[config.mk]
export PLATFORM = sky130hd
export DESIGN_NAME = rgb_pattern_sequencer
export DESIGN_NICKNAME = d
export VERILOG_FILES = /design/src/rtl/rgb_seq_pkg.sv /design/src/rtl/rgb_tick_gen.sv /design/src/rtl/rgb_pattern_sequencer.sv
export SDC_FILE = /design/constraint.sdc
export NUM_CORES = 1
export LEC_CHECK = 0
export CORE_MARGIN = 2
export CORE_UTILIZATION = 57
export CTS_BUF_LIST = sky130_fd_sc_hd__clkbuf_8
export CTS_CLUSTER_DIAMETER = 60
export DETAILED_ROUTE_END_ITERATION = 8
export GPL_TIMING_DRIVEN = 0
export PLACE_DENSITY = 0.75
export SLEW_MARGIN = 5
export SYNTH_ARGS = -nofsm -noshare
export SYNTH_HDL_FRONTEND = slang
export SYNTH_HIERARCHICAL = 1
export SYNTH_SLANG_ARGS = --single-unit
[constraint.sdc]
create_clock -name clock -period 2.55 [get_ports clock]
set_input_delay 0.51 -clock clock [delete_from_list [all_inputs] [get_ports clock]]
set_output_delay 0.51 -clock clock [all_outputs]
set_load 0.01 [all_outputs]
[src/rtl/rgb_seq_pkg.sv]
// rgb_seq_pkg
// Shared types and constants for the RGB pattern sequencer.
//   state_t  : sequencer FSM states
//   entry_t  : one pattern entry (colour code + dwell in ticks) at default width
//   CODE_W   : width of a colour code, {R[1:0],G[1:0],B[1:0]} as on SW
package rgb_seq_pkg;

  localparam int CODE_W           = 6;
  localparam int TICK_DIV_DEFAULT = 100000;
  localparam int DWELL_W_DEFAULT  = 8;

  typedef enum logic {
    IDLE = 1'b0,
    RUN  = 1'b1
  } state_t;

  typedef struct packed {
    logic [CODE_W-1:0]          code;
    logic [DWELL_W_DEFAULT-1:0] dwell;
  } entry_t;

endpackage

[src/rtl/rgb_tick_gen.sv]
// rgb_tick_gen
// Dwell-tick prescaler. Counts 0..TICK_DIV-1 while enabled and flags the
// cycle in which the count sits at TICK_DIV-1; the count then wraps to 0.
// Ports:
//   clock  in  system clock
//   reset  in  asynchronous reset, active-low
//   clear  in  hold the prescaler at 0 (wins over enable)
//   enable in  count
//   tick   out high for the single cycle where the count is TICK_DIV-1
module rgb_tick_gen
  import rgb_seq_pkg::*;
#(
  parameter int TICK_DIV = TICK_DIV_DEFAULT
) (
  input  logic clock,
  input  logic reset,
  input  logic clear,
  input  logic enable,
  output logic tick
);

  localparam int CNT_W = $clog2(TICK_DIV);
  localparam logic [CNT_W-1:0] CNT_LAST = CNT_W'(TICK_DIV - 1);

  logic [CNT_W-1:0] cnt_q;

  always_ff @(posedge clock or negedge reset) begin
    if (!reset) begin
      cnt_q <= '0;
    end else if (clear) begin
      cnt_q <= '0;
    end else if (enable) begin
      cnt_q <= (cnt_q == CNT_LAST) ? '0 : cnt_q + 1'b1;
    end
  end

  assign tick = enable && !clear && (cnt_q == CNT_LAST);

endmodule

[src/rtl/rgb_pattern_sequencer.sv]
// rgb_pattern_sequencer
// Plays a programmable list of colour codes into the RGB PWM controller's
// 6-bit switch-code input. Each entry is shown for max(dwell,1) ticks of
// TICK_DIV cycles; playback runs once or loops over entries 0..last_idx.
//
//   state | meaning
//   IDLE  | output dark (code_out=0), waiting for start
//   RUN   | showing entry idx, counting down its dwell
//
// Ports:
//   clock, reset       system clock, asynchronous active-low reset
//   wr_en/wr_addr/     pattern memory write port (any state; a load in the
//   wr_code/wr_dwell   same cycle as a write to that entry sees old data)
//   start, stop        playback control pulses (stop wins)
//   loop, last_idx     playback mode and final entry, captured at start
//   code_out           colour code to the PWM controller
//   busy               high while playing
//   done               one-cycle pulse at the end of a one-shot play
//   idx                entry currently displayed
module rgb_pattern_sequencer
  import rgb_seq_pkg::*;
#(
  parameter int DEPTH    = 8,
  parameter int TICK_DIV = TICK_DIV_DEFAULT,
  parameter int DWELL_W  = 8
) (
  input  logic                     clock,
  input  logic                     reset,
  input  logic                     wr_en,
  input  logic [$clog2(DEPTH)-1:0] wr_addr,
  input  logic [CODE_W-1:0]        wr_code,
  input  logic [DWELL_W-1:0]       wr_dwell,
  input  logic                     start,
  input  logic                     stop,
  input  logic                     loop,
  input  logic [$clog2(DEPTH)-1:0] last_idx,
  output logic [CODE_W-1:0]        code_out,
  output logic                     busy,
  output logic                     done,
  output logic [$clog2(DEPTH)-1:0] idx
);

  localparam int AW = $clog2(DEPTH);

  logic [CODE_W-1:0]  mem_code  [DEPTH];
  logic [DWELL_W-1:0] mem_dwell [DEPTH];

  state_t             state_q, state_d;
  logic [DWELL_W-1:0] dwell_q, dwell_d;
  logic               loop_q, loop_d;
  logic [AW-1:0]      last_q, last_d;
  logic [CODE_W-1:0]  code_d;
  logic               busy_d, done_d;
  logic [AW-1:0]      idx_d;
  logic [AW-1:0]      idx_next;
  logic               tick;

  // A zero dwell still shows the entry for one tick.
  function automatic logic [DWELL_W-1:0] dwell_init(input logic [DWELL_W-1:0] d);
    return (d == '0) ? DWELL_W'(1) : d;
  endfunction

  rgb_tick_gen #(.TICK_DIV(TICK_DIV)) u_tick (
    .clock  (clock),
    .reset  (reset),
    .clear  (state_q == IDLE),
    .enable (state_q == RUN),
    .tick   (tick)
  );

  always_ff @(posedge clock or negedge reset) begin
    if (!reset) begin
      for (int i = 0; i < DEPTH; i++) begin
        mem_code[i]  <= '0;
        mem_dwell[i] <= '0;
      end
    end else if (wr_en) begin
      mem_code[wr_addr]  <= wr_code;
      mem_dwell[wr_addr] <= wr_dwell;
    end
  end

  always_ff @(posedge clock or negedge reset) begin
    if (!reset) begin
      state_q  <= IDLE;
      dwell_q  <= '0;
      loop_q   <= 1'b0;
      last_q   <= '0;
      code_out <= '0;
      busy     <= 1'b0;
      done     <= 1'b0;
      idx      <= '0;
    end else begin
      state_q  <= state_d;
      dwell_q  <= dwell_d;
      loop_q   <= loop_d;
      last_q   <= last_d;
      code_out <= code_d;
      busy     <= busy_d;
      done     <= done_d;
      idx      <= idx_d;
    end
  end

  assign idx_next = idx + 1'b1;

  always_comb begin
    state_d = state_q;
    dwell_d = dwell_q;
    loop_d  = loop_q;
    last_d  = last_q;
    code_d  = code_out;
    busy_d  = busy;
    done_d  = 1'b0;
    idx_d   = idx;

    unique case (state_q)
      IDLE: begin
        code_d = '0;
        busy_d = 1'b0;
        idx_d  = '0;
        if (start && !stop) begin
          state_d = RUN;
          loop_d  = loop;
          last_d  = last_idx;
          busy_d  = 1'b1;
          code_d  = mem_code[0];
          dwell_d = dwell_init(mem_dwell[0]);
        end
      end

      RUN: begin
        if (stop) begin
          state_d = IDLE;
          code_d  = '0;
          busy_d  = 1'b0;
          idx_d   = '0;
        end else if (tick) begin
          if (dwell_q > DWELL_W'(1)) begin
            dwell_d = dwell_q - 1'b1;
          end else if (idx < last_q) begin
            idx_d   = idx_next;
            code_d  = mem_code[idx_next];
            dwell_d = dwell_init(mem_dwell[idx_next]);
          end else if (loop_q) begin
            idx_d   = '0;
            code_d  = mem_code[0];
            dwell_d = dwell_init(mem_dwell[0]);
          end else begin
            state_d = IDLE;
            code_d  = '0;
            busy_d  = 1'b0;
            idx_d   = '0;
            done_d  = 1'b1;
          end
        end
      end

      default: state_d = IDLE;
    endcase
  end

endmodule
# Word-level counts from Yosys, hierarchy flattened
# Index checks and enable logic that the tools add are counted.
dict set report totals {
  word_cells 109
  regBits 153
  input_bits 26
}
dict set report op_classes {
  addsub 3
  eq_ne 9
  magnitude_cmp 5
  reduce_logical 10
  muxes 54
  bitwise 3
}
# operator count
set op_table {}
lappend op_table {{8-bit 2-to-1 mux} 11}
lappend op_table {{64-bit bitwise mux} 1}
lappend op_table {{6-bit 2-to-1 mux} 9}
lappend op_table {{48-bit bitwise mux} 1}
lappend op_table {{17-bit 2-to-1 mux} 2}
lappend op_table {{8-bit binary-select mux with 3-bit select} 1}
lappend op_table {{8-bit demux with 3-bit select} 1}
lappend op_table {{6-bit binary-select mux with 3-bit select} 1}
lappend op_table {{6-bit demux with 3-bit select} 1}
lappend op_table {{17-bit by 1-bit adder with 17-bit output (second input constant)} 1}
lappend op_table {{17-bit == test (second input constant)} 1}
lappend op_table {{1-bit 2-to-1 mux} 17}
lappend op_table {{8-bit logical NOT} 2}
lappend op_table {{8-bit case mux with 2 select lines} 1}
lappend op_table {{3-bit 2-to-1 mux} 4}
lappend op_table {{6-bit case mux with 2 select lines} 1}
lappend op_table {{3-bit inequality test (second input constant)} 3}
lappend op_table {{4-bit greater-or-equal comparator (second input constant)} 2}
lappend op_table {{8-bit by 1-bit greater-than comparator with 1-bit output (second input constant)} 1}
lappend op_table {{3-bit NOT with 4-bit output} 2}
lappend op_table {{4-bit AND reduction} 2}
lappend op_table {{8-bit by 1-bit subtractor with 8-bit output (second input constant)} 1}
lappend op_table {{3-bit case mux with 2 select lines} 1}
lappend op_table {{4-bit by 1-bit less-than comparator with 1-bit output (second input constant)} 1}
lappend op_table {{other kinds (11)} 16}

# Logic depth before layout (Yosys ltp)
dict set report depth {
  ltp_word 12
  ltp_mapped 11
}

# Hierarchy
# The synthesis kept the hierarchy.
# mod instances cells_each area_each_um2 seq_area_each_um2
set modules_own_cells {}
lappend modules_own_cells {rgb_pattern_sequencer 1 505 6787.8 3403.3}
lappend modules_own_cells {rgb_tick_gen 1 114 1038.5 425.4}

# Worst setup path before layout
# No wires, ideal clock.
dict set report synth_timing {
  path_kind {register to register}
  start {register u_tick.cnt_q[0]}
  end {register idx[2]}
  period_less_slack_ps 2629
  stages_incl_launch_ff 10
  setup_slack_ps -79
  setup_time_ps 78
  path_buffers 2
  arrival_time_ps 2551
  cell_sequence {dfrtp_1 -> ha_1 -> and4_1 -> clkbuf_1 -> nand4_1 -> clkbuf_1 -> nor3_1 -> nand4b_2 -> or4b_1 -> a21oi_1}
}
dict set report synth_via {
  elab_chain_len 4
}
# element line
set synth_lines {}
lappend synth_lines {{start, declared} rgb_tick_gen.sv:25} ;# logic [CNT_W-1:0] cnt_q;
lappend synth_lines {{start signal, assigned} rgb_tick_gen.sv:33} ;# cnt_q <= (cnt_q == CNT_LAST) ? '0 : cnt_q + 1'b1;
lappend synth_lines {{17-bit == test} rgb_tick_gen.sv:37} ;# assign tick = enable && !clear && (cnt_q == CNT_LAST);
lappend synth_lines {{1-bit logical AND} rgb_tick_gen.sv:37}
lappend synth_lines {{net tick} rgb_pattern_sequencer.sv:56} ;# logic tick;
lappend synth_lines {{3-bit by 2-bit inequality test with 1-bit output (no line)} -}
lappend synth_lines {{2-bit AND reduction (no line)} -}
lappend synth_lines {{end signal, assigned} rgb_pattern_sequencer.sv:101} ;# idx <= idx_d;
lappend synth_lines {{end, declared} rgb_pattern_sequencer.sv:40} ;# output logic [$clog2(DEPTH)-1:0] idx
# The timed path passes the listed nets, and every way through them passes these cells.
# A chain may end at the register's enable or synchronous reset.

# Worst setup path after layout
dict set report layout_timing {
  start {register idx[1]}
  end {register dwell_q[4]}
}
dict set report layout_via {
  elab_chain_len 12
  word_cells_on_any_way 15
}
# element line
set layout_lines {}
lappend layout_lines {{3-bit by 1-bit adder with 3-bit output} rgb_pattern_sequencer.sv:105} ;# assign idx_next = idx + 1'b1;
lappend layout_lines {{3-bit NOT with 4-bit output (implied by the code)} rgb_pattern_sequencer.sv:144} ;# dwell_d = dwell_init(mem_dwell[idx_next]);
lappend layout_lines {{8-bit binary-select mux with 3-bit select} rgb_pattern_sequencer.sv:144}
lappend layout_lines {{8-bit 2-to-1 mux (implied by the code) (2 in a row)} rgb_pattern_sequencer.sv:144}
lappend layout_lines {{8-bit logical NOT} rgb_pattern_sequencer.sv:60} ;# return (d == '0) ? DWELL_W'(1) : d;
lappend layout_lines {{8-bit 2-to-1 mux} rgb_pattern_sequencer.sv:60}
lappend layout_lines {{8-bit 2-to-1 mux} rgb_pattern_sequencer.sv:141} ;# end else if (idx < last_q) begin
lappend layout_lines {{8-bit 2-to-1 mux} rgb_pattern_sequencer.sv:139} ;# if (dwell_q > DWELL_W'(1)) begin
lappend layout_lines {{8-bit 2-to-1 mux} rgb_pattern_sequencer.sv:138} ;# end else if (tick) begin
lappend layout_lines {{8-bit 2-to-1 mux} rgb_pattern_sequencer.sv:133} ;# if (stop) begin
lappend layout_lines {{8-bit case mux with 2 select lines} rgb_pattern_sequencer.sv:117} ;# unique case (state_q)
lappend layout_lines {{end signal, assigned} rgb_pattern_sequencer.sv:95} ;# dwell_q <= dwell_d;
lappend layout_lines {{end, declared} rgb_pattern_sequencer.sv:49} ;# logic [DWELL_W-1:0] dwell_q, dwell_d;
# Several ways; a longest one is shown, not always the timed one. The select of a mux whose other input is x is not followed.

==> results.md <==
* Result of the run: finished, final reports clean
* Placer's final routability congestion estimate at ~0.88
* Final HPWL DP at 12.9 mm
* Post-route worst hold slack at between 80 and 90 ps
* Slew at the pin closest to its max-slew limit at about 860 ps
* Final-report setup violation count at 0
* Count of antenna-violating nets left after detailed routing at 0
* Worst Hold Class: in -> async
* Mean instance size in the synthesized netlist at between 10 and 15 um^2
* Most common cell after layout, fill and taps aside: sky130_fd_sc_hd__dfrtp_1
* Core area at around 13,000 um^2
* Main synth FF type: sky130_fd_sc_hd__dfrtp_1
* Synth warnings at 6
* Via count normalized by instance count at 6.55
* Register clock-pin slew on the reported worst setup and hold paths at 80 ps
* Power per Cell Area at approximately 730 nW/um^2
* Worst endpoint required time at 2890 ps
* Die footprint at between 10,000 and 15,000 um^2
* Final nets at 710
* Maximum frequency from static timing analysis at just under 400 MHz
* Number of global-route vias before repair at between 5k and 6k
* Horizontal die dimension at ~120 um
* TritonCTS clock tree: done
* Longest Clk Path Bufs at 2
* Data arrival time at the worst-slack endpoint at between 2000 and 3000 ps
* Wire length of the first global-routing pass at between 30 and 40 mm
* Number of port buffers at 36
* Number of register bits inferred by synthesis at between 150 and 200
* Total Wirelength at between 15 and 20 mm
* Maximum fanout encountered on the critical timing path at 10
* Num ports at 37
* Initial core utilization at 0.586
* Fill count at about 1.0k
* Total number of H-tree levels at 4
* Largest incremental delay on the critical path at approximately 430 ps
* Maximum number of pins on one net before global-route repair at 78
* Count of flip-flops with a built-in enable after synthesis at 0
* Synth top area share at 0.489
* Clock latency on the worst-skew pair at between 400 and 500 ps
* Number of violations reported at the end of detailed-routing iteration 0 at ~600
* Remaining design rule violation count at 0
* Sequential fraction of the synthesis area at 0.489
* Total power at roughly 6.6 mW
* Number of hold buffers added after CTS at 0
* Finished Cell Area at between 9000 and 10,000 um^2
* Wire length per cell after detailed routing at 22.0 um
* CTS root buf: sky130_fd_sc_hd__clkbuf_8
* Standard cell with the maximum stage delay on the critical path: sky130_fd_sc_hd__dfrtp_1
* Crit-path cells: ha_1, clkbuf_4, buf_12, buf_6, mux4_2, mux2i_2, nand3_1, a21oi_1, o31ai_1
* Total via count in the routed design at 5,678
* Layout cell share with drive strength beyond 1 at 0.340
* Die extent in y at 121 um
* CTS buffer count at 17
* Cell accounting for the most synthesized area: sky130_fd_sc_hd__dfrtp_1
* Count of endpoints failing hold in the final timing report at 0
* Initial antenna violation count at 0
* Max rail drop VDD at roughly 0.00059 V
* Number of rows created at floorplan at 42
* Commonest cells after routing, fill and taps aside: sky130_fd_sc_hd__dfrtp_1 (153), sky130_fd_sc_hd__mux2_2 (118), sky130_fd_sc_hd__nand2_1 (36)
* Setup CP Type: reg -> reg
* Area delta synth->final at 15.2%
* Min Clock Period, post-route at around 2500 ps
* Cells taking the most area after synthesis: sky130_fd_sc_hd__dfrtp_1 (49%), sky130_fd_sc_hd__mux2_2 (17%), sky130_fd_sc_hd__mux4_2 (8.3%), sky130_fd_sc_hd__nand2_1 (1.7%), sky130_fd_sc_hd__a21oi_1 (1.7%)
* Fraction of synthesis flops using an asynchronous set or reset pin at 1.00
* Max-slew violation count at 0
* Count of max-cap constraint violations at 0
* Crit path max-delay family: multiplexers
* Total congestion overflow after global routing at 0
* Number of iterations in the first detailed-routing pass at 5
* Antenna diode count at 0
* Static leakage at between 3 and 4 nW
* Synthesized instance count at between 600 and 700
* Fin Clk Skew at approximately 7.4 ps
* Critical Path Start Type: register
* Critical path endpoint category: register
* Share of the clock period used by the worst path after layout at 0.986
* Cell area after technology mapping at just under 8000 um^2
* Post-Route Setup TNS at 0 ps
* CTS Sinks at about 150
* Overall global routing resource usage at 0.275
* WP buf/inv at 3
* Net count after synthesis at about 650
* Count of cell types in the netlist at 70
* Placement-stage cell area at around 8400 um^2
* Relative slew slack at 0.424
-- flip-flops by register name (all words and copies together), names as in the netlist --
signal,flops
last_q,3
mem_code,48
loop_q,1
idx,3
dwell_q,8
code_out,6
mem_dwell,64
done,1
busy,1
u_tick/cnt_q,17
state_q,1
-- report_power, final --
part	switching (mW)	internal (mW)	leakage, nW
logic	0.646	0.768	1.56
clock network	1.01	0.912	0.211
registers	0.390	2.89	1.89
total	2.05	4.57	3.66
-- through the flow --
step,util,worst slack [ps],cells
2_1_floorplan,-,38.6,619
3_3_place_gp,0.630,-5020,831
3_5_place_dp,0.632,-758,832
4_1_cts,0.671,2.55,867
5_1_grt,0.675,-4.91,867
6_report,0.675,35.7,867
-- final timing paths --
check,start,to,slack (ps),depth (start not counted)
hold / removal,reset,dwell_q[4]$_DFFE_PN0P_,90,1
min in group clock,mem_dwell[3]$_DFFE_PN0P_,mem_dwell[3]$_DFFE_PN0P_,510,1
setup reg to reg,idx[1]$_DFFE_PN0P_,dwell_q[4]$_DFFE_PN0P_,40,9
setup / recovery,idx[1]$_DFFE_PN0P_,dwell_q[4]$_DFFE_PN0P_,40,9
hold reg to reg,mem_dwell[3]$_DFFE_PN0P_,mem_dwell[3]$_DFFE_PN0P_,510,1
max in group asynchronous,reset,mem_code[43]$_DFFE_PN0P_,1650,2
-- cells in the mapped netlist (all sizes together), types with 7 or more instances --
master  instances
a21oi          26
a31oi          15
buf            18
clkbuf         11
dfrtp         153
inv            12
mux2          118
mux2i           8
mux4           29
nand2          36
nand3          15
nand4          10
nor2           30
nor3           17
o21ai          15
or4             7
-- repair_timing --
| item | in CTS | in global routing |
|---|---|---|
| setup buffers | 4 | 0 |
| gates resized for setup | 20 | 16 |
| gates cloned | 0 | 0 |
| pin swaps | 1 | 3 |
| endpoints found under the setup margin | 30 | 34 |
-- layer usage --
| layer | track usage | wire (um) |
|---|---|---|
| met1 | 0.369 | 8030 |
| met2 | 0.447 | 9420 |
| met3 | 0.0630 | 1250 |
| met4 | 0.0869 | 371 |
| met5 | 0 | 0 |
-- cell type report --
| type | count | area, um^2 | share of cell area |
|---|---|---|---|
| inverter | 12 | 45.0 | 0.00500 |
| clock buffer | 17 | 234 | 0.0260 |
| clock inverter | 15 | 181 | 0.0201 |
| tap | 176 | 220 | 0.0244 |
| buffer | 28 | 211 | 0.0235 |
| timing repair buffer | 41 | 419 | 0.0465 |
| sequential | 153 | 3830 | 0.425 |
| multi-input combinational | 425 | 3870 | 0.430 |
-- cell families (layout without fill, tap and decap cells) --
kind of cell | after synthesis | in the layout | share of synthesized area
and+or+nand+nor | 158 | 158 | 0.118
muxes | 155 | 155 | 0.263
DFF | 153 | 153 | 0.489
AOI/OAI and AO/OA | 101 | 101 | 0.0876
buffers and inverters | 41 | 113 | 0.0269
adders and majority gates | 6 | 6 | 0.00959
xor gates and xnor gates | 5 | 5 | 0.00560
Power figures use the tool's default switching activity.
